--- src/rtl/frac_ce_cfg.sv ---
// frac_ce_cfg: PLL-reconfiguration-compatible register responder driving a 32-bit phase-accumulator clock enable.
// Optional read path: define FRAC_CE_READBACK_EN to enable mgmt_readdata (tied to 0 otherwise).
module frac_ce_cfg #(
    parameter logic [31:0] K_RESET       = 32'hD8EC95C0,
    parameter int unsigned BUSY_CYCLES   = 4,
    parameter int unsigned RELOCK_CYCLES = 64
) (
    input  logic        mgmt_clk,
    input  logic        mgmt_reset,
    input  logic [5:0]  mgmt_address,
    input  logic        mgmt_write,
    input  logic [31:0] mgmt_writedata,
    input  logic        mgmt_read,
    output logic [31:0] mgmt_readdata,
    output logic        mgmt_waitrequest,
    output logic        ce_out,
    output logic        locked,
    output logic [31:0] active_k
);

    localparam logic [5:0]  ADDR_MODE   = 6'd0;
    localparam logic [5:0]  ADDR_STATUS = 6'd1;
    localparam logic [5:0]  ADDR_START  = 6'd2;
    localparam logic [5:0]  ADDR_ACTIVE = 6'd3;
    localparam logic [5:0]  ADDR_SHADOW = 6'd7;
    localparam logic [7:0]  BUSY_LOAD   = 8'(BUSY_CYCLES);
    localparam logic [15:0] RELOCK_LOAD = 16'(RELOCK_CYCLES);

    typedef enum logic [0:0] {
        ST_RELOCK = 1'b0,
        ST_RUN    = 1'b1
    } state_t;

    state_t      r_state;
    logic        r_mode;
    logic [31:0] r_shadow;
    logic [31:0] r_active_k;
    logic [7:0]  r_busy_cnt;
    logic [15:0] r_relock_cnt;
    logic        r_waitrequest;
    logic        r_locked;
    logic [31:0] r_acc;
    logic        r_ce;

    state_t      w_state_nxt;
    logic        w_mode_nxt;
    logic [31:0] w_shadow_nxt;
    logic [31:0] w_active_nxt;
    logic [7:0]  w_busy_nxt;
    logic [15:0] w_relock_nxt;
    logic        w_wait_nxt;
    logic [31:0] w_acc_nxt;
    logic        w_ce_nxt;
    logic [32:0] w_sum;
    logic        w_wr_acc;
    logic        w_start;

    assign w_wr_acc = mgmt_write & ~r_waitrequest;
    assign w_start  = w_wr_acc & (mgmt_address == ADDR_START);
    assign w_sum    = {1'b0, r_acc} + {1'b0, r_active_k};

    // Register-file updates: mode/shadow land at the accepting edge, active K only on start.
    always_comb begin
        w_mode_nxt   = r_mode;
        w_shadow_nxt = r_shadow;
        w_active_nxt = r_active_k;
        if (w_wr_acc) begin
            case (mgmt_address)
                ADDR_MODE:   w_mode_nxt   = mgmt_writedata[0];
                ADDR_SHADOW: w_shadow_nxt = mgmt_writedata;
                ADDR_START:  w_active_nxt = r_shadow;
                default:     w_mode_nxt   = r_mode;
            endcase
        end else begin
            w_mode_nxt = r_mode;
        end
    end

    // Busy/relock counters and the waitrequest value they imply for the next cycle.
    always_comb begin
        if (w_wr_acc) begin
            w_busy_nxt = BUSY_LOAD;
        end else if (r_busy_cnt != 8'd0) begin
            w_busy_nxt = r_busy_cnt - 8'd1;
        end else begin
            w_busy_nxt = 8'd0;
        end
        if (w_start) begin
            w_relock_nxt = RELOCK_LOAD;
        end else if (r_relock_cnt != 16'd0) begin
            w_relock_nxt = r_relock_cnt - 16'd1;
        end else begin
            w_relock_nxt = 16'd0;
        end
        w_wait_nxt = (w_busy_nxt != 8'd0) | (~w_mode_nxt & (w_relock_nxt != 16'd0));
    end

    // Lock state and accumulator: a start forces RELOCK and clears the accumulator at once.
    always_comb begin
        w_state_nxt = r_state;
        w_acc_nxt   = 32'h0;
        w_ce_nxt    = 1'b0;
        if (w_start) begin
            w_state_nxt = ST_RELOCK;
        end else begin
            case (r_state)
                ST_RELOCK: begin
                    if (w_relock_nxt == 16'd0) begin
                        w_state_nxt = ST_RUN;
                    end else begin
                        w_state_nxt = ST_RELOCK;
                    end
                end
                ST_RUN: begin
                    w_state_nxt = ST_RUN;
                    w_acc_nxt   = w_sum[31:0];
                    w_ce_nxt    = w_sum[32];
                end
                default: begin
                    w_state_nxt = ST_RELOCK;
                end
            endcase
        end
    end

    // State register for control, configuration and accumulator.
    always_ff @(posedge mgmt_clk) begin
        if (mgmt_reset) begin
            r_state       <= ST_RELOCK;
            r_mode        <= 1'b0;
            r_shadow      <= K_RESET;
            r_active_k    <= K_RESET;
            r_busy_cnt    <= 8'd0;
            r_relock_cnt  <= RELOCK_LOAD;
            r_waitrequest <= 1'b1;
            r_locked      <= 1'b0;
            r_acc         <= 32'h0;
            r_ce          <= 1'b0;
        end else begin
            r_state       <= w_state_nxt;
            r_mode        <= w_mode_nxt;
            r_shadow      <= w_shadow_nxt;
            r_active_k    <= w_active_nxt;
            r_busy_cnt    <= w_busy_nxt;
            r_relock_cnt  <= w_relock_nxt;
            r_waitrequest <= w_wait_nxt;
            r_locked      <= (w_state_nxt == ST_RUN);
            r_acc         <= w_acc_nxt;
            r_ce          <= w_ce_nxt;
        end
    end

`ifdef FRAC_CE_READBACK_EN
    logic [31:0] r_readdata;
    logic [31:0] w_rdata_nxt;
    logic        w_rd_acc;

    // A simultaneous write wins, so the read is dropped and readdata holds.
    assign w_rd_acc = mgmt_read & ~r_waitrequest & ~mgmt_write;

    // Read mux, captured only on an accepted read.
    always_comb begin
        w_rdata_nxt = r_readdata;
        if (w_rd_acc) begin
            case (mgmt_address)
                ADDR_STATUS: w_rdata_nxt = {31'h0, ~r_locked};
                ADDR_ACTIVE: w_rdata_nxt = r_active_k;
                default:     w_rdata_nxt = 32'h0;
            endcase
        end else begin
            w_rdata_nxt = r_readdata;
        end
    end

    // Read data register.
    always_ff @(posedge mgmt_clk) begin
        if (mgmt_reset) begin
            r_readdata <= 32'h0;
        end else begin
            r_readdata <= w_rdata_nxt;
        end
    end

    assign mgmt_readdata = r_readdata;
`else
    logic w_unused_read;
    assign w_unused_read = mgmt_read;
    assign mgmt_readdata = 32'h0;
`endif

    assign mgmt_waitrequest = r_waitrequest;
    assign ce_out           = r_ce;
    assign locked           = r_locked;
    assign active_k         = r_active_k;

endmodule

--- config.mk ---
export PLATFORM = sky130hd
export DESIGN_NAME = frac_ce_cfg
export DESIGN_NICKNAME = d
export VERILOG_FILES = /design/src/rtl/frac_ce_cfg.sv
export SDC_FILE = /design/constraint.sdc
export NUM_CORES = 1
export LEC_CHECK = 0
export BUFFER_PORTS_ARGS = -buffer_cell sky130_fd_sc_hd__buf_2
export CORE_MARGIN = 2
export CORE_UTILIZATION = 53
export CTS_BUF_LIST = sky130_fd_sc_hd__clkbuf_4 sky130_fd_sc_hd__clkbuf_8
export DETAILED_ROUTE_END_ITERATION = 10
export GPL_ROUTABILITY_DRIVEN = 1
export PLACE_DENSITY_LB_ADDON = 0.08
export SETUP_SLACK_MARGIN = 0.5
export SLEW_MARGIN = 5
export SYNTH_ARGS = -nofsm -noshare
export SYNTH_HDL_FRONTEND = slang
export SYNTH_SLANG_ARGS = --single-unit
--- constraint.sdc ---
create_clock -name mgmt_clk -period 2.4 [get_ports mgmt_clk]
set_input_delay 0.48 -clock mgmt_clk [delete_from_list [all_inputs] [get_ports mgmt_clk]]
set_output_delay 0.48 -clock mgmt_clk [all_outputs]
set_load 0.05 [all_outputs]
# == Word level (Yosys, flattened, before mapping) ==
# Cells that the tools add are included.
# totals
reg_bits,124
latchBits,0
ram_bits,0
mem_bits_ro,0
in_bits,42
out_inout_bits,67
word_cells,39
n_memories,0
# op_classes
addsub,3
multipliers,0
div_mod_pow,0
order_cmp,0
n_eq_ne,2
shift,0
mux,8
n_bitwise,7
n_reduce_logical,10
# op_table
cell,n
adder 32 x 32 -> 33 bit,1
two-way mux 16 bit,2
nonzero test 16 bit,2
logical NOT 16 bit,1
two-way mux 8 bit,2
nonzero test 8 bit,2
subtractor 16 x 1 -> 16 bit (second input constant),1
subtractor 8 x 1 -> 8 bit (second input constant),1
== test 6 x 2 -> 1 bit (second input constant),1
== test 6 x 3 -> 1 bit (second input constant),1
logical NOT 6 bit,1
AND reduction 2 bit,2
AND 1 bit,3
two-way mux 1 bit,3
NOT 1 bit,3
OR reduction 3 bit,1
case mux 1 bit (2 select lines),1
OR reduction 2 bit,1
bitwise OR 1 bit,1

# == Logic depth before layout (Yosys ltp) ==
# logic_depth
ltp_word,7
depth_mapped,10

# == Worst setup path after synthesis ==
# No wires, ideal clock.
# synth_timing
path_type,register to register
startpoint,"register r_active_k[0], in the netlist active_k[0]"
endpoint,register r_acc[24]
t_arrival_ns,2.618
slack_ns,-0.334
stages_incl_launch_ff,11
n_path_buf,0
synth_period_minus_slack_ns,2.734
path_cell_list,dfxtp_1 > ha_1 > inv_1 > fa_1 > and2b_1 > o2111ai_1 > a2111oi_4 > nor4b_2 > o21ai_1 > a21oi_1 > a31o_2
# synth_between
elab_chain_len,1
# synth_rtl
element,line_no,source
from (decl),37,logic [31:0] r_active_k;
from (signal assigned),143,r_active_k <= w_active_nxt;
adder 32 x 32 -> 33 bit,60,"assign w_sum = {1'b0, r_acc} + {1'b0, r_active_k};"
to (signal assigned),148,r_acc <= w_acc_nxt;
to (decl),42,logic [31:0] r_acc;
# No other way between the ends.
# A chain may end at the register's enable or synchronous reset.

# == Worst setup path in the final report ==
# Ends and elaborated chain as after synthesis.

==> impl_metrics.ini <==
[clock_tree]
root_buffer = clkbuf_8
clock_latency_ns = 0.44
max-clock-path-buffers = 2
cts_sinks = 124
numCtsBuffers = 17
cts_tree = yes
clk_pin_slew_ns = 0.08
htreeDepth = 4

[global_route]
antenna_found_initial = 0
grt_max_degree = 70
grtUsageMet3_pct = 5.91
grt_pass1_vias = 5331
overflow = 0
grtUsageMet1_pct = 35.6
grtUsageMet2_pct = 37.0
grt-busiest-layer = met2
grt_usage_pct = 24.9
grt_pass1_wl_um = 26200

[layout]
final_nets = 988
instances_no_fill = 1091
area_growth_pct = 20.3
n_antenna_cell = 0
fillers = 1036
drive_gt1_share_pct = 27.0

[detailed_routing]
first_pass_iters = 5
routed_via_density = 5.36
wl_per_cell_um = 14.9
route.vias.total = 5843
ant_nets = 0
drc = 0
wirelength_um = 16300
first_iter_violations = 432

[hold_path]
min-delay-path-class = input pin to flop
hold_start = mgmt_writedata[19]
hold_path_end = r_shadow[19]
min_path_cells = 3

[timing]
slew_viol_final = 0
slew_headroom_pct = 35.2
clock_skew_ns = 0.00718
worst-slew-pin-transition_ns = 0.965
grt_setup_unrepaired = yes
finalHoldViolCount = 0
min_period_ns = 2.36
finalCritPeriodShare_pct = 98.4
setup_viol = 0
fmax_mhz = 423
setup_slack_ns = 0.0373

[power]
clockPowerShare_pct = 29.1
swShare_pct = 34.5
power_frac_seq_pct = 41.6
leakage_nw = 3.33
p_switching_mw = 2.02
power_frac_comb_pct = 29.3
irDropWorstVdd_uv = 555
p_int_mw = 3.84
pwr_density_cell_nw_per_um2 = 739

[placed_design]
gp_congestion = 0.921
place_ws_ns = -0.0671
numPortBuffers = 75
placedCellCount = 1051
hpwl_um = 11900

[floorplanning]
num_io_pins = 109
num_rows = 40
dieArea_um2 = 13300
start_util_pct = 54.7
die_y_um = 116
core_um2 = 12100
die_w_um = 116

[logic_synthesis]
synth_flop_cell = dfxtp_1
ys_warn_count = 0
yosys_register_bits = 124
synth_top_area_cell = dfxtp_1
syn_area_um2 = 6590
synth_top_area_share_pct = 37.6
ys_seq_area_share_pct = 37.6
synth_cell_types = 68
ys_async_sr_fraction_pct = 0
syn_area_per_cell_um2 = 8.08
synth_edf_count = 0
synth_area_leaders = dfxtp_1, nand2_1, ha_1, a21oi_1, buf_4
syn_inst = 816

[critical_path]
reg2reg_slack_ns = 0.04
cp-end-kind = flop
criticalPathCategory = flop to flop
worstPathRequired_ns = 2.74
crit_fanout = 2
worstReg2RegStart = active_k[0]
worstRegToRegCells = 10
rr_endpoint = r_acc[24]
crit_path_start_kind = flop
arrival_ns = 2.70

[flow_run]
maxCapViolCount = 0

[run_status]
status = finished clean
-- cell type report --
class	instances	area, um^2	share of cell area [%]
Sequential cell	124	2560	32.2
Timing Repair Buffer	113	679	8.56
Clock buffer	22	272	3.42
Tap cell	168	210	2.65
Multi-Input combinational cell	640	4070	51.3
Inverter	14	52.6	0.662
Clock inverter	10	93.8	1.18
-- Yosys cell counts, drive strengths merged, types with 5 or more instances --
| library cell | number |
|---|---|
| nand2 | 170 |
| dfxtp | 124 |
| a21oi | 74 |
| nor2 | 68 |
| buf | 43 |
| ha | 35 |
| nand3b | 32 |
| a21o | 27 |
| nor3 | 27 |
| clkbuf | 26 |
| o21ai | 26 |
| xor2 | 20 |
| xnor2 | 15 |
| inv | 14 |
| nand3 | 14 |
| o21a | 10 |
| nand4 | 9 |
| and3 | 6 |
| or3 | 6 |
| and2 | 5 |
| nor2b | 5 |
-- logic make-up after synthesis --
| logic type | after synthesis | share of synthesized area [%] |
|---|---|---|
| adders and majority gates | 36 | 6.94 |
| and+or+nand+nor | 365 | 27.0 |
| DFF | 124 | 37.6 |
| muxes | 4 | 0.607 |
| other | 1 | 0.0569 |
| buffers and inverters | 83 | 6.87 |
| AOI/OAI and AO/OA | 168 | 16.2 |
| xor gates and xnor gates | 35 | 4.65 |
-- critical path: stages (launching register included) --
cell,delay [ns]
dfxtp_4,0.36
ha_4,0.13
inv_2,0.03
fa_2,0.32
and2b_2,0.25
o2111ai_4,0.15
a2111oi_4,0.40
nor4b_2,0.12
o21ai_1,0.20
a21oi_1,0.09
a31o_2,0.21
-- state kept, by name, summed over array words and instances, names as in the netlist --
signal / cells
active_k: 32
ce_out: 1
locked: 1
mgmt_waitrequest: 1
r_acc: 32
r_busy_cnt: 8
r_mode: 1
r_relock_cnt: 16
r_shadow: 32
-- per-layer routing --
metal / share of wire, % / vias up
met2: 43 / 182
met5: 0 / -
met4: 1.5 / 0
li1: - / 2940
met1: 48 / 2699
met3: 7.5 / 22
-- through the flow --
step                      total power, mW  hold slack (ns)  util, %  cell area [um^2]  setup TNS [ns]
after CTS                            5.85            0.226     65.0              7840               0
after floorplan                      3.75            0.402        -              6900         -0.0508
after global placement               4.00            0.413     60.5              7290         -0.0922
after global routing                 6.20            0.238     65.8              7940          -0.213
after detailed placement             4.04            0.416     60.5              7290          -0.131
final                                5.87            0.243     65.8              7940               0
-- repair_timing --
| item | 4_1_cts | 5_1_grt |
|---|---|---|
| pin swaps | 26 | 10 |
| setup endpoints to repair | 49 | 50 |
| resized for setup | 37 | 19 |
| setup buffers | 6 | 2 |
| hold buffers | 0 | 0 |
-- worst max path at each step --
stage,from,endpoint,slack [ns]
final,active_k[0],r_acc[24],0.04
after floorplan,active_k[0],r_acc[24],-0.05
after global routing,active_k[0],r_acc[24],-0.07
after CTS,active_k[0],r_acc[24],0.03
after detailed placement,mgmt_write,r_acc[31],-0.07
after global placement,r_acc[0],r_acc[24],-0.04
-- power by group through the flow --
stage / sequential, mW / combinational [mW] / clock (mW)
3_3_place_gp: 2.45 / 1.55 / 0
4_1_cts: 2.43 / 1.68 / 1.74
3_5_place_dp: 2.46 / 1.57 / 0
2_1_floorplan: 2.44 / 1.30 / 0
6_report: 2.44 / 1.72 / 1.71
5_1_grt: 2.46 / 1.90 / 1.84
-- cells in the final DEF (no fill, tap or decap), types with 24 or more instances in the layout --
| cell type | instances |
|---|---|
| buf_2 | 75 |
| ha_1 | 25 |
| buf_4 | 33 |
| dfxtp_1 | 92 |
| conb_1 | 32 |
| a21oi_1 | 67 |
| a21o_1 | 24 |
| nor2_1 | 65 |
| nand3b_1 | 32 |
| nand2_1 | 165 |
Power figures use the tool's default switching activity.
